===== config.mk =====
export PLATFORM = sky130hd
export DESIGN_NAME = pe_packetizer
export DESIGN_NICKNAME = d
export VERILOG_FILES = /design/src/rtl/noc_pkg.sv /design/src/rtl/pkt_fifo.sv /design/src/rtl/pe_packetizer.sv
export SDC_FILE = /design/constraint.sdc
export NUM_CORES = 1
export LEC_CHECK = 0
export BUFFER_PORTS_ARGS = -buffer_cell sky130_fd_sc_hd__buf_2
export CAP_MARGIN = 20
export CORE_AREA = 10 10 144 245
export DETAILED_ROUTE_END_ITERATION = 6
export DIE_AREA = 0 0 154 255
export HOLD_SLACK_MARGIN = 0.08
export PLACE_DENSITY = 0.68
export SETUP_SLACK_MARGIN = 0.4
export SYNTH_ARGS = -nofsm -noshare
export SYNTH_HDL_FRONTEND = slang
export SYNTH_HIERARCHICAL = 1
export SYNTH_SLANG_ARGS = --single-unit

===== constraint.sdc =====
create_clock -name clk -period 8.75 [get_ports clk]
set_input_delay 1.75 -clock clk [delete_from_list [all_inputs] [get_ports clk]]
set_output_delay 1.75 -clock clk [all_outputs]
set_load 0.01 [all_outputs]

===== src/rtl/noc_pkg.sv =====
// Shared NoC definitions: flit field widths, flit-type codes and the packetizer FSM states.
package noc_pkg;

    localparam int FLIT_W  = 40;
    localparam int COORD_W = 4;
    localparam int SEQ_W   = 22;
    localparam int DATA_W  = 36;
    localparam int LEN_W   = 3;

    localparam logic [1:0] FT_HEAD = 2'b11;
    localparam logic [1:0] FT_BODY = 2'b10;
    localparam logic [1:0] FT_TAIL = 2'b01;

    typedef enum logic [1:0] {
        ST_IDLE = 2'd0,
        ST_HEAD = 2'd1,
        ST_BODY = 2'd2,
        ST_TAIL = 2'd3
    } pkt_state_t;

endpackage


===== src/rtl/pkt_fifo.sv =====
// Data word FIFO for the packetizer; a push is judged against the occupancy at the start of
// the cycle, so a push into a full FIFO is dropped even when a pop happens on the same edge.
module pkt_fifo
    import noc_pkg::*;
#(
    parameter int DEPTH = 8
) (
    input  logic                      clk,
    input  logic                      rst,
    input  logic                      push,
    input  logic [DATA_W-1:0]         wr_data,
    input  logic                      pop,
    output logic [DATA_W-1:0]         rd_data,
    output logic [$clog2(DEPTH):0]    count,
    output logic                      full,
    output logic                      overflow
);

    localparam int PTR_W = $clog2(DEPTH);
    localparam int CNT_W = PTR_W + 1;

    logic [DATA_W-1:0] mem_q [DEPTH];
    logic [PTR_W-1:0]  wr_ptr_q, wr_ptr_d;
    logic [PTR_W-1:0]  rd_ptr_q, rd_ptr_d;
    logic [CNT_W-1:0]  count_q, count_d;
    logic              full_q, full_d;
    logic              ovf_q, ovf_d;
    logic              push_ok;
    logic              pop_ok;

    always_comb begin
        push_ok  = push && (count_q != CNT_W'(DEPTH));
        pop_ok   = pop && (count_q != '0);
        wr_ptr_d = wr_ptr_q;
        rd_ptr_d = rd_ptr_q;
        count_d  = count_q;
        if (push_ok) wr_ptr_d = wr_ptr_q + PTR_W'(1);
        if (pop_ok)  rd_ptr_d = rd_ptr_q + PTR_W'(1);
        if (push_ok && !pop_ok)      count_d = count_q + CNT_W'(1);
        else if (pop_ok && !push_ok) count_d = count_q - CNT_W'(1);
        // Full and overflow are registered so they describe the FIFO after the edge.
        full_d = (count_d == CNT_W'(DEPTH));
        ovf_d  = push && !push_ok;
    end

    always_ff @(posedge clk or posedge rst) begin
        if (rst) begin
            wr_ptr_q <= '0;
            rd_ptr_q <= '0;
            count_q  <= '0;
            full_q   <= 1'b0;
            ovf_q    <= 1'b0;
        end else begin
            wr_ptr_q <= wr_ptr_d;
            rd_ptr_q <= rd_ptr_d;
            count_q  <= count_d;
            full_q   <= full_d;
            ovf_q    <= ovf_d;
        end
    end

    always_ff @(posedge clk) begin
        if (push_ok) mem_q[wr_ptr_q] <= wr_data;
    end

    assign rd_data  = mem_q[rd_ptr_q];
    assign count    = count_q;
    assign full     = full_q;
    assign overflow = ovf_q;

endmodule


===== src/rtl/pe_packetizer.sv =====
// PE-side packetizer: buffers data words and, per command, emits one header, the payload flits
// and a tail flit toward the router's local input port.
module pe_packetizer
    import noc_pkg::*;
#(
    parameter logic [COORD_W-1:0] SRC_X = 4'h0,
    parameter logic [COORD_W-1:0] SRC_Y = 4'h0,
    parameter int                 DEPTH = 8
) (
    input  logic                   clk,
    input  logic                   rst,
    input  logic                   wr_en,
    input  logic [DATA_W-1:0]      wr_data,
    output logic                   fifo_full,
    output logic                   overflow,
    input  logic                   cmd_valid,
    input  logic [COORD_W-1:0]     cmd_dst_x,
    input  logic [COORD_W-1:0]     cmd_dst_y,
    input  logic [LEN_W-1:0]       cmd_len,
    output logic                   cmd_ready,
    output logic                   req_out,
    output logic [FLIT_W-1:0]      flit_out,
    input  logic                   grnt_in,
    output logic                   pkt_done,
    output pkt_state_t             dbg_state,
    output logic [$clog2(DEPTH):0] dbg_count
);

    // Handshakes: a command is taken on an edge where cmd_valid && cmd_ready; a flit moves on an
    // edge where req_out && grnt_in, and flit_out is held unchanged until that edge.
    localparam int CNT_W = $clog2(DEPTH) + 1;

    pkt_state_t         state_q, state_d;
    logic [COORD_W-1:0] dst_x_q, dst_x_d;
    logic [COORD_W-1:0] dst_y_q, dst_y_d;
    logic [LEN_W-1:0]   len_q, len_d;
    logic [LEN_W-1:0]   rem_q, rem_d;
    logic [SEQ_W-1:0]   seq_q, seq_d;
    logic [DATA_W-1:0]  fifo_rd_data;
    logic [CNT_W-1:0]   fifo_count;
    logic               xfer;
    logic               fifo_pop;

    pkt_fifo #(.DEPTH(DEPTH)) u_fifo (
        .clk      (clk),
        .rst      (rst),
        .push     (wr_en),
        .wr_data  (wr_data),
        .pop      (fifo_pop),
        .rd_data  (fifo_rd_data),
        .count    (fifo_count),
        .full     (fifo_full),
        .overflow (overflow)
    );

    assign req_out  = (state_q != ST_IDLE);
    assign xfer     = req_out && grnt_in;
    assign fifo_pop = xfer && ((state_q == ST_BODY) || (state_q == ST_TAIL));
    // Only start a packet once every word it needs is already buffered.
    assign cmd_ready = (state_q == ST_IDLE) && cmd_valid
                       && (32'(fifo_count) >= 32'(cmd_len) + 32'd1);

    always_comb begin
        state_d  = state_q;
        dst_x_d  = dst_x_q;
        dst_y_d  = dst_y_q;
        len_d    = len_q;
        rem_d    = rem_q;
        seq_d    = seq_q;
        flit_out = '0;
        pkt_done = 1'b0;
        case (state_q)
            ST_IDLE: begin
                if (cmd_ready) begin
                    dst_x_d = cmd_dst_x;
                    dst_y_d = cmd_dst_y;
                    len_d   = cmd_len;
                    state_d = ST_HEAD;
                end
            end
            ST_HEAD: begin
                flit_out = {FT_HEAD, SRC_X, SRC_Y, dst_x_q, dst_y_q, seq_q};
                if (grnt_in) begin
                    rem_d   = len_q;
                    state_d = (len_q == '0) ? ST_TAIL : ST_BODY;
                end
            end
            ST_BODY: begin
                flit_out = {FT_BODY, fifo_rd_data, 2'b00};
                if (grnt_in) begin
                    rem_d = rem_q - LEN_W'(1);
                    if (rem_q == LEN_W'(1)) state_d = ST_TAIL;
                end
            end
            ST_TAIL: begin
                flit_out = {FT_TAIL, fifo_rd_data, 2'b00};
                if (grnt_in) begin
                    pkt_done = 1'b1;
                    seq_d    = seq_q + SEQ_W'(1);
                    state_d  = ST_IDLE;
                end
            end
            default: state_d = ST_IDLE;
        endcase
    end

    always_ff @(posedge clk or posedge rst) begin
        if (rst) begin
            state_q <= ST_IDLE;
            dst_x_q <= '0;
            dst_y_q <= '0;
            len_q   <= '0;
            rem_q   <= '0;
            seq_q   <= '0;
        end else begin
            state_q <= state_d;
            dst_x_q <= dst_x_d;
            dst_y_q <= dst_y_d;
            len_q   <= len_d;
            rem_q   <= rem_d;
            seq_q   <= seq_d;
        end
    end

    assign dbg_state = state_q;
    assign dbg_count = fifo_count;

endmodule


==> results.yml <==
logic_synthesis:
  synth_cell_type_count: 60
  yosysMostFrequentCell: "edfxtp_1"
  synth.area.top_cells: "edfxtp_1 61%, mux4_1 8.9%, dfrtp_1 8.8%, mux2_2 4.1%, mux4_2 3.8%"
  synth_commonest_cells: "288 x edfxtp_1, 51 x mux2_2, 50 x dfrtp_1"
  synth_edf_count: 288
  synth_nets: 789
  synth_warnings: 6
  synth_top_area_share_pct: 61.16
  synthFlopType: "edfxtp_1"
  synthArstFlopShare_pct: 14.79
  synthCells: 721
  yosysTopAreaCell: "edfxtp_1"
  syn_area_um2: 14140
  postSynthAreaPerCell_um2: 19.61
  seq_area_frac_synth_pct: 70.01
  ys_seq_elements: 338
power_and_ir_drop:
  switchingPower_mw: 1.592
  p_comb_share_pct: 32.6
  p_leak_nw: 5.785
  p_seq_share_pct: 42.8
  clkPwrFrac_pct: 24.7
  intPower_mw: 3.537
  ir_worst_vdd_mv: 0.1997
  power_density_nw_per_um2: 321.2
  switching_share_pct: 31.04
  p_total_mw: 5.128
layout:
  utilization_pct: 50.99
  finalNonFillerCells: 1248
  area_growth_pct: 12.91
  nFillCells: 2470
  final_cell_area_um2: 15970
  fin_nets: 900
  drive_above_1_share_pct: 30.79
floorplan:
  fp.dieW_um: 154
  core-area_um2: 31310
  die_y_um: 255
  initial_core_util_pct: 45.16
  rows: 86
  dieArea_um2: 39270
  io_pins: 103
sta:
  fmax_mhz: 191.0
  rsz0062_at_grt: "no"
  holdWs_ns: 0.4714
  worst_pin_slew_ns: 1.108
  final-hold-violation-count: 0
  fin_skew_ns: 0.01046
  setup_viol: 0
  fin_setup_tns_ns: 0
  setup_ws_ns: 3.516
  max-slew-margin-rel_pct: 25.94
  fin_crit_sh_pct: 59.82
  drv_slew: 0
  post-route-min-period_ns: 5.234
clocking:
  clk_latency_ns: 0.55
  post_cts_resized: 0
  cts_setup_buffers: 0
  cts.sinks: 338
  clk_pin_slew_ns: 0.07
  cts_buffers: 29
  cts_tree: "built"
  h-tree-depth: 1
  cts_root_buf: "clkbuf_16"
  clockBufferDepth: 3
  ctsHoldBuffers: 0
place:
  dp_cells: 1197
  place_hpwl_um: 16930
  pre_cts_ws_ns: 3.515
  gp_congestion: 0.7730
  place_area_um2: 15030
  portBuffers: 102
route:
  drtIter0Drc: 426
  wire_per_inst_um: 22.95
  routed_wl_um: 28640
  ant_nets: 0
  dr.pass1.iters: 4
  drc_errors: 0
  via_per_inst: 5.561
  vias: 6940
worst_hold_path:
  min_path_type: "flop to flop"
  worstHoldStart: "seq_q[21]$_DFFE_PP0P_"
setup_path:
  cp.arrival_ns: 3.48
  r2r_start: "u_fifo/count[1]$_DFF_PP0_"
  worstSetupStartpoint: "u_fifo/rd_ptr_q[0]$_DFFE_PP0P_"
  required_ns: 7.00
  cp_max_fo: 40
  worst_setup_path_start_kind: "flop"
  path_class: "flop to output pin"
  end_kind: "output pin"
global_routing:
  antenna_found_initial: 1
  grt_pass1_vias: 7360
  grt_max_degree: 75
  grt_pass1_wl_um: 44080
  grt_remaining_overflow: 0
  globalRouteTotalUtil_pct: 14.37
outcome:
  status: "finished clean"
flow_run:
  drv.max_cap_violation_count: 0
metal layers:
metal | global-route usage, % | up-vias | part of all wire [%]
met3 | 2.422 | 34 | 4.0
met2 | 27.24 | 121 | 56
li1 | - | 3135 | -
met5 | 0 | - | 0.070
met4 | 4.197 | 2 | 1.9
met1 | 16.02 | 3648 | 38
critical path: stages (launching register included):
cell     delay, ns
dfrtp_4       0.82
buf_4         0.71
mux4_1        0.63
mux2_2        0.29
a22o_1        0.24
buf_2         0.15
cells by family (layout without fill, tap and decap cells):
| family | after synthesis | in the layout | synth area share (%) |
|---|---|---|---|
| AO/OA/AOI/OAI | 60 | 60 | 3.371 |
| AND/OR/NAND/NOR | 104 | 104 | 4.185 |
| adder cells (fa/ha/maj) | 16 | 16 | 1.416 |
| buffers and inverters | 53 | 183 | 2.504 |
| multiplexers | 124 | 124 | 16.91 |
| XOR/XNOR | 26 | 26 | 1.610 |
| other | 0 | 1 | 0 |
| flip-flops | 338 | 338 | 70.01 |
layout by cell type (no fill, tap or decap), types with 3 or more instances in the layout:
| cell type | netlist | layout |
|---|---|---|
| nand3_1 | 6 | 6 |
| xnor2_1 | 17 | 17 |
| nand2b_1 | 6 | 6 |
| mux4_2 | 24 | 24 |
| buf_2 | 5 | 102 |
| clkbuf_1 | 10 | 7 |
| o21ai_0 | 9 | 9 |
| dfrtp_1 | 50 | 47 |
| mux4_1 | 48 | 48 |
| xor2_1 | 9 | 9 |
| nor2_4 | 0 | 7 |
| a21oi_1 | 5 | 5 |
| clkinv_1 | 0 | 3 |
| ha_1 | 16 | 16 |
| nor2_1 | 27 | 20 |
| or2_2 | 3 | 3 |
| buf_4 | 3 | 14 |
| clkbuf_16 | 0 | 29 |
| edfxtp_1 | 288 | 288 |
| inv_1 | 16 | 16 |
| a22o_1 | 27 | 27 |
| and2_1 | 11 | 11 |
| nand2_1 | 26 | 26 |
| o31ai_1 | 4 | 4 |
| bufinv_16 | 0 | 3 |
| mux2_2 | 51 | 51 |
layout make-up:
type / instances / area [um2] / share of cell area, %
tap: 396 / 495.5 / 3.103
clock inverter: 13 / 165.2 / 1.034
clock buffer: 37 / 765.7 / 4.796
multi-input combinational: 330 / 3953 / 24.76
timing repair buffer: 116 / 615.6 / 3.855
antenna: 1 / 2.502 / 0.01567
sequential: 338 / 9906 / 62.04
inverter: 17 / 63.81 / 0.3997
registers in the layout (all words and copies together), names as in the netlist:
register and count:
u_fifo/mem_q 288, seq_q 22, dst_x_q 4, dst_y_q 4, u_fifo/count 4, len_q 3, rem_q 3, u_fifo/rd_ptr_q 3
u_fifo/wr_ptr_q 3, dbg_state 2, u_fifo/full 1, u_fifo/overflow 1
power by group through the flow:
| stage | registers, mW | clock network [mW] | logic, mW |
|---|---|---|---|
| 3_3_place_gp | 2.22 | 0 | 1.68 |
| 4_1_cts | 2.20 | 1.30 | 1.71 |
| 3_5_place_dp | 2.23 | 0 | 1.70 |
| 5_1_grt | 2.22 | 1.36 | 1.82 |
| 2_1_floorplan | 2.16 | 0 | 1.28 |
| 6_report | 2.19 | 1.26 | 1.67 |
path summary, 6_finish.rpt:
kind	depth (start not counted)	slack, ns	endpoint
max	5	3.52	flit_out[4]
max reg2reg	7	5.98	u_fifo/mem_q[0][3]$_DFFE_PP_
max in group asynchronous	3	6.73	seq_q[9]$_DFFE_PP0P_
min	1	0.47	seq_q[21]$_DFFE_PP0P_
min reg2reg	1	0.47	seq_q[21]$_DFFE_PP0P_
min in group asynchronous	2	1.22	u_fifo/wr_ptr_q[1]$_DFFE_PP0P_
Power figures use the tool's default switching activity.
